$ cat config.mk
export PLATFORM = sky130hd
export DESIGN_NAME = gmm_dma_chain_builder
export DESIGN_NICKNAME = d
export VERILOG_FILES = /design/src/rtl/gmm_dma_pkg.sv /design/src/rtl/gmm_dma_desc_gen.sv /design/src/rtl/gmm_dma_chain_builder.sv
export SDC_FILE = /design/constraint.sdc
export NUM_CORES = 1
export LEC_CHECK = 0
export CORE_AREA = 2 2 118 120
export DETAILED_ROUTE_END_ITERATION = 8
export DIE_AREA = 0 0 120 122
export PLACE_DENSITY = 0.68
export SLEW_MARGIN = 20
export SYNTH_ARGS = -nofsm -noshare
export SYNTH_HDL_FRONTEND = slang
export SYNTH_SLANG_ARGS = --single-unit
$ cat constraint.sdc
create_clock -name clk -period 3.1 [get_ports clk]
set_input_delay 0.62 -clock clk [delete_from_list [all_inputs] [get_ports clk]]
set_output_delay 0.62 -clock clk [all_outputs]
set_load 0.02 [all_outputs]
$ cat src/rtl/gmm_dma_pkg.sv
// Shared types and constants for the GMM DMA descriptor chain builder:
// descriptor layout, control words, prefetcher CSR map and FSM states.
package gmm_dma_pkg;

  localparam logic [2:0]  CSR_CTL        = 3'd0;
  localparam logic [2:0]  CSR_DESC_LO    = 3'd1;
  localparam logic [2:0]  CSR_DESC_HI    = 3'd2;
  localparam logic [31:0] PREF_STOP_WORD = 32'h0000_0004;

  typedef struct packed {
    logic       go;
    logic       owned_by_hw;
    logic [4:0] rsvd_29_25;
    logic       early_done_enable;
    logic [8:0] rsvd_23_15;
    logic       transfer_complete_irq_en;
    logic       rsvd_13;
    logic       end_on_eop;
    logic [1:0] rsvd_11_10;
    logic       generate_eop;
    logic       generate_sop;
    logic [7:0] rsvd_7_0;
  } desc_ctl_t;

  typedef struct packed {
    desc_ctl_t   control;
    logic [47:0] reserved;
    logic [15:0] status;
    logic [31:0] actual_bytes;
    logic [31:0] next_desc_ptr;
    logic [31:0] length;
    logic [31:0] write_addr;
    logic [31:0] read_addr;
  } desc_t;

  typedef struct packed {
    logic [26:0] rsvd_31_5;
    logic        park_mode;
    logic [1:0]  rsvd_3_2;
    logic        desc_poll_en;
    logic        run;
  } pref_ctl_t;

  typedef enum logic [2:0] {
    ST_IDLE,
    ST_BUILD,
    ST_PREF_HI,
    ST_PREF_LO,
    ST_PREF_CTL,
    ST_RUN,
    ST_STOP
  } state_t;

endpackage

$ cat src/rtl/gmm_dma_desc_gen.sv
// Combinational descriptor generator: maps ring index and direction to one
// 256-bit descriptor word.
module gmm_dma_desc_gen
  import gmm_dma_pkg::*;
#(
  parameter int unsigned NUM_SEGS     = 2,
  parameter int unsigned DESC_NUM     = 4,
  parameter int unsigned AW           = 2,
  parameter logic [31:0] SEG_BASE [4] = '{32'd0, 32'd66355200, 32'd0, 32'd0},
  parameter logic [31:0] SEG_SPAN [4] = '{32'd33177600, 32'd32, 32'd0, 32'd0},
  parameter logic [31:0] DESC_BASE    = 32'd0,
  parameter bit          IRQ_LAST     = 1'b0
) (
  input  logic [AW-1:0] idx,
  input  logic          is_read,
  output logic [255:0]  desc
);

  logic [31:0] idx_u;
  logic [31:0] frame;
  logic [1:0]  seg;
  logic [31:0] addr;
  desc_t       d;

  always_comb begin
    idx_u = 32'(idx);
    frame = idx_u / NUM_SEGS;
    seg   = 2'(idx_u % NUM_SEGS);
    addr  = SEG_BASE[seg] + frame * SEG_SPAN[seg];
    d = '0;
    d.length = SEG_SPAN[seg];
    // Last descriptor closes the ring back onto word 0.
    d.next_desc_ptr = (idx_u == DESC_NUM - 1) ? DESC_BASE
                                              : DESC_BASE + ((idx_u + 32'd1) << 5);
    d.control.go                = 1'b1;
    d.control.owned_by_hw       = 1'b1;
    d.control.early_done_enable = 1'b1;
    d.control.transfer_complete_irq_en = IRQ_LAST && (32'(seg) == NUM_SEGS - 1);
    if (is_read) begin
      d.read_addr            = addr;
      d.control.generate_sop = 1'b1;
      d.control.generate_eop = 1'b1;
    end else begin
      d.write_addr         = addr;
      d.control.end_on_eop = 1'b1;
    end
    desc = d;
  end

endmodule

$ cat src/rtl/gmm_dma_chain_builder.sv
// Builds a ring of DMA descriptors in RAM, then programs and starts the
// descriptor prefetcher through its CSR port; stop halts and resets it.
module gmm_dma_chain_builder
  import gmm_dma_pkg::*;
#(
  parameter int unsigned FRAMES_NUM   = 2,
  parameter int unsigned NUM_SEGS     = 2,
  parameter logic [31:0] SEG_BASE [4] = '{32'd0, 32'd66355200, 32'd0, 32'd0},
  parameter logic [31:0] SEG_SPAN [4] = '{32'd33177600, 32'd32, 32'd0, 32'd0},
  parameter logic [31:0] DESC_BASE    = 32'd0,
  parameter bit          IRQ_LAST     = 1'b0,
  parameter bit          POLL_EN      = 1'b0,
  localparam int unsigned DESC_NUM    = FRAMES_NUM * NUM_SEGS,
  localparam int unsigned AW          = (DESC_NUM > 1) ? $clog2(DESC_NUM) : 1
) (
  input  logic           clk,
  input  logic           rst,
  input  logic           start,
  input  logic           stop,
  input  logic           is_read,
  output logic           ram_write,
  output logic [AW-1:0]  ram_addr,
  output logic [255:0]   ram_writedata,
  output logic           pref_write,
  output logic [2:0]     pref_addr,
  output logic [31:0]    pref_writedata,
  input  logic           pref_waitrequest,
  output logic           busy,
  output logic           running
);

  state_t        state, state_nxt;
  logic [AW-1:0] idx;
  logic          stop_pend;
  logic          read_lat;
  logic [255:0]  desc;
  logic          csr_done;
  pref_ctl_t     pref_ctl;

  gmm_dma_desc_gen #(
    .NUM_SEGS (NUM_SEGS),
    .DESC_NUM (DESC_NUM),
    .AW       (AW),
    .SEG_BASE (SEG_BASE),
    .SEG_SPAN (SEG_SPAN),
    .DESC_BASE(DESC_BASE),
    .IRQ_LAST (IRQ_LAST)
  ) u_desc_gen (
    .idx    (idx),
    .is_read(read_lat),
    .desc   (desc)
  );

  assign csr_done = pref_write && !pref_waitrequest;

  always_ff @(posedge clk) begin
    if (rst) state <= ST_IDLE;
    else     state <= state_nxt;
  end

  always_ff @(posedge clk) begin
    if (rst) begin
      idx       <= '0;
      stop_pend <= 1'b0;
      read_lat  <= 1'b0;
    end else begin
      if (state == ST_IDLE && start) begin
        idx       <= '0;
        read_lat  <= is_read;
        stop_pend <= stop;
      end else if (state == ST_BUILD) begin
        idx <= idx + 1'b1;
      end
      if ((state == ST_BUILD || state == ST_PREF_HI || state == ST_PREF_LO ||
           state == ST_PREF_CTL) && stop)
        stop_pend <= 1'b1;
      else if (state == ST_STOP && csr_done)
        stop_pend <= 1'b0;
    end
  end

  always_comb begin
    state_nxt = state;
    unique case (state)
      ST_IDLE:     if (start) state_nxt = ST_BUILD;
      ST_BUILD:    if (idx == AW'(DESC_NUM - 1)) state_nxt = ST_PREF_HI;
      ST_PREF_HI:  if (csr_done) state_nxt = ST_PREF_LO;
      ST_PREF_LO:  if (csr_done) state_nxt = ST_PREF_CTL;
      ST_PREF_CTL: if (csr_done) state_nxt = ST_RUN;
      ST_RUN:      if (stop || stop_pend) state_nxt = ST_STOP;
      ST_STOP:     if (csr_done) state_nxt = ST_IDLE;
      default:     state_nxt = ST_IDLE;
    endcase
  end

  always_comb begin
    pref_ctl              = '0;
    pref_ctl.park_mode    = 1'b1;
    pref_ctl.desc_poll_en = POLL_EN;
    pref_ctl.run          = 1'b1;
    ram_write      = 1'b0;
    ram_addr       = '0;
    ram_writedata  = '0;
    pref_write     = 1'b0;
    pref_addr      = '0;
    pref_writedata = '0;
    busy           = (state != ST_IDLE) && (state != ST_RUN);
    running        = (state == ST_RUN);
    unique case (state)
      ST_BUILD: begin
        ram_write     = 1'b1;
        ram_addr      = idx;
        ram_writedata = desc;
      end
      ST_PREF_HI: begin
        pref_write = 1'b1;
        pref_addr  = CSR_DESC_HI;
      end
      ST_PREF_LO: begin
        pref_write     = 1'b1;
        pref_addr      = CSR_DESC_LO;
        pref_writedata = DESC_BASE;
      end
      ST_PREF_CTL: begin
        pref_write     = 1'b1;
        pref_addr      = CSR_CTL;
        pref_writedata = pref_ctl;
      end
      ST_STOP: begin
        pref_write     = 1'b1;
        pref_addr      = CSR_CTL;
        pref_writedata = PREF_STOP_WORD;
      end
      default: ;
    endcase
  end

endmodule

==> summary.txt <==
Die Area - 14600 um2
Main synth FF type - dfxtp_1
post-synthesis compound-gate area fraction - 0.0335
area grow syn2layout - -7.78%
CP Class - reg2out
top cells by area, synth - buf_4 75%, dfxtp_1 5.2%, and2_1 1.9%, nor2_1 1.8%, ha_1 1.4%
worst-skew pair later-pin latency - 0.23 ns
worst path required time - 2.48 ns
Startpoint Class - flop
Simple-Gate Fraction of Synth Area - 0.113
post-CTS setup buffer count - 0
Worst Setup End Kind - primary output
Synth top area share - 0.755
Final min period - 2.86 ns
Synth Area in Adders - 0.0140
setup tns final - 0 ns
Top delay family on crit path - simple AND/OR/NAND/NOR gates
RSZ-0062 raised after global routing - no
most frequent cell after synthesis - buf_4
share of cells above drive strength 1 - 0.0485
DP Area - 2400 um2
Max Slew Vio Count - 0
maximum net fanout on the critical path - 10
drt wl/cell - 7.40 um
mux cell area share after synthesis - 0.0112
largest net degree at the start of global routing - 16
Synth top cells by count - 270 x buf_4, 13 x nor2_1, 8 x and2_1
WP buf/inv - 2
Resized Gates After CTS - 0
max incr delay on CP - 0.70 ns
All-Layer GR Usage - 0.0462
f_max - 350 MHz
gp weighted congestion - 0.738
Min Hold Slack - 0.590 ns
number of buffers created by CTS - 3
fin crit share - 0.921
global route overflow - 0
first-pass GRT wire length - 4.75 mm
VDD IR-drop max - 0.181 mV
Synth async-reset ratio - 0
Setup Skew - 0.00462 ns
vias - 1487
root buffer selected by CTS - clkbuf_16
sequential area share after synthesis - 0.0522
CTS tree - yes
final wirelength - 4.23 mm
drt via density - 2.60
post-route cell area - 2480 um2
Max clock buf depth - 2
Ys Warns - 0
chip width - 120 um
Mapped Cells - 357
Final ANT Viol Nets - 0
vias in the first global route - 864
Power Total - 0.00118 W
P per Cell Area - 478 nW/um2
area leader, netlist - buf_4
outcome - completed
Initial Util - 0.199
XOR/XNOR share of the synthesized area - 0
count of cell types in the netlist - 36
Chip Height - 122 um
first-pass iteration count of the detailed router - 4
ant diodes - 0
cell area after synthesis - 2690 um2
main combinational cell family by area after synthesis - buffers and inverters
Final Setup Violations - 0
Initial DRC Count - 18
hold violation count in the final report - 0
nets - 402
port bufs - 59
CP arrival - 2.24 ns
Placeable Area - 13500 um2
LEAKAGE - 1.33 nW
clk slew on worst S/H paths - 0.04 ns
Post-synth EDFFs - 0
max cap viols - 0
detailed-route DRC error count - 0
Mean Syn Cell Area - 7.52 um2
IO Pins - 303
clock sink count - 7
#FFs+latches synth - 7
H-tree levels - 1
worst-path cell chain - or3b_1 -> inv_6 -> and2_1 -> nor2b_1 -> clkdlybuf4s50_1
Slowest-stage cell, CP - clkdlybuf4s50_1
CTS Hold Bufs - 0
std cell rows - 43
Worst Hold Class - reg2reg
initial antenna violation count - 0
HPWL after detailed placement - 3.82 mm
[final timing paths]
path | to | slack, ns | cells after the start | start
max | ram_writedata[20] | 0.24 | 5 | state[1]$_SDFFE_PP0P_
min | idx[1]$_SDFFE_PP0P_ | 0.59 | 2 | idx[1]$_SDFFE_PP0P_
max reg2reg | state[1]$_SDFFE_PP0P_ | 1.61 | 5 | state[2]$_SDFFE_PP0P_
min reg2reg | idx[1]$_SDFFE_PP0P_ | 0.59 | 2 | idx[1]$_SDFFE_PP0P_
[where the power goes]
group,switching (W),leakage [nW],total (W),internal (W)
Sequential,0.0000165,0.0573,0.000125,0.000108
Combinational,0.000579,1.23,0.000839,0.000260
Clock,0.0000516,0.0409,0.000221,0.000169
Total,0.000647,1.33,0.00118,0.000537
[kinds of logic (layout without fill, tap and decap cells)]
logic type,Yosys count,count (layout)
AO/OA/AOI/OAI,13,13
adder cells (fa/ha/maj),3,3
buffers and inverters,281,74
flip-flops,7,7
multiplexers,3,3
other,1,243
AND/OR/NAND/NOR,49,49
[per-layer routing]
metal | wire [um] | vias up | share of wire | global-route usage
met5 | 0 | - | 0 | 0
met4 | 67 | 0 | 0.016 | 0.0243
met2 | 2250 | 161 | 0.53 | 0.0863
met1 | 1070 | 654 | 0.25 | 0.0360
met3 | 849 | 4 | 0.20 | 0.0304
li1 | - | 668 | - | -
[sequential cells by signal, summed over array words and instances (netlist names)]
register	cells
idx	2
read_lat	1
stop_pend	1
state	3
[worst register-to-register path, delay by kind of cell, from the launching register on]
family	cells	cell delay (ns)
AO/OA/AOI/OAI	3	0.66
buffers and inverters	1	0.20
AND/OR/NAND/NOR	1	0.20
flip-flops	1	0.32
[final cells by class]
class / count / area [um2]
clock inverter: 1 / 5.00
multi-input combinational: 311 / 1370
tap: 180 / 225
clock buffer: 3 / 75.1
sequential: 7 / 140
timing repair buffer: 65 / 636
fill: 1574 / 11000
inverter: 5 / 23.8
[through the flow]
stage          instances  setup slack [ns]  utilization
4_1_cts              572             0.215        0.183
3_3_place_gp         568             0.516        0.178
2_1_floorplan        599             0.504            -
6_report             572             0.244        0.183
3_5_place_dp         568             0.466        0.178
5_1_grt              572             0.121        0.183
[layout by cell type (no fill, tap or decap), types with 4 or more instances in the layout]
cell	Yosys	routed
nor3_1	5	5
and2_1	8	8
inv_1	4	4
dfxtp_1	7	7
o21ai_0	4	4
nor2_1	13	13
buf_4	270	6
clkdlybuf4s50_1	0	59
conb_1	1	243
Power figures use the tool's default switching activity.
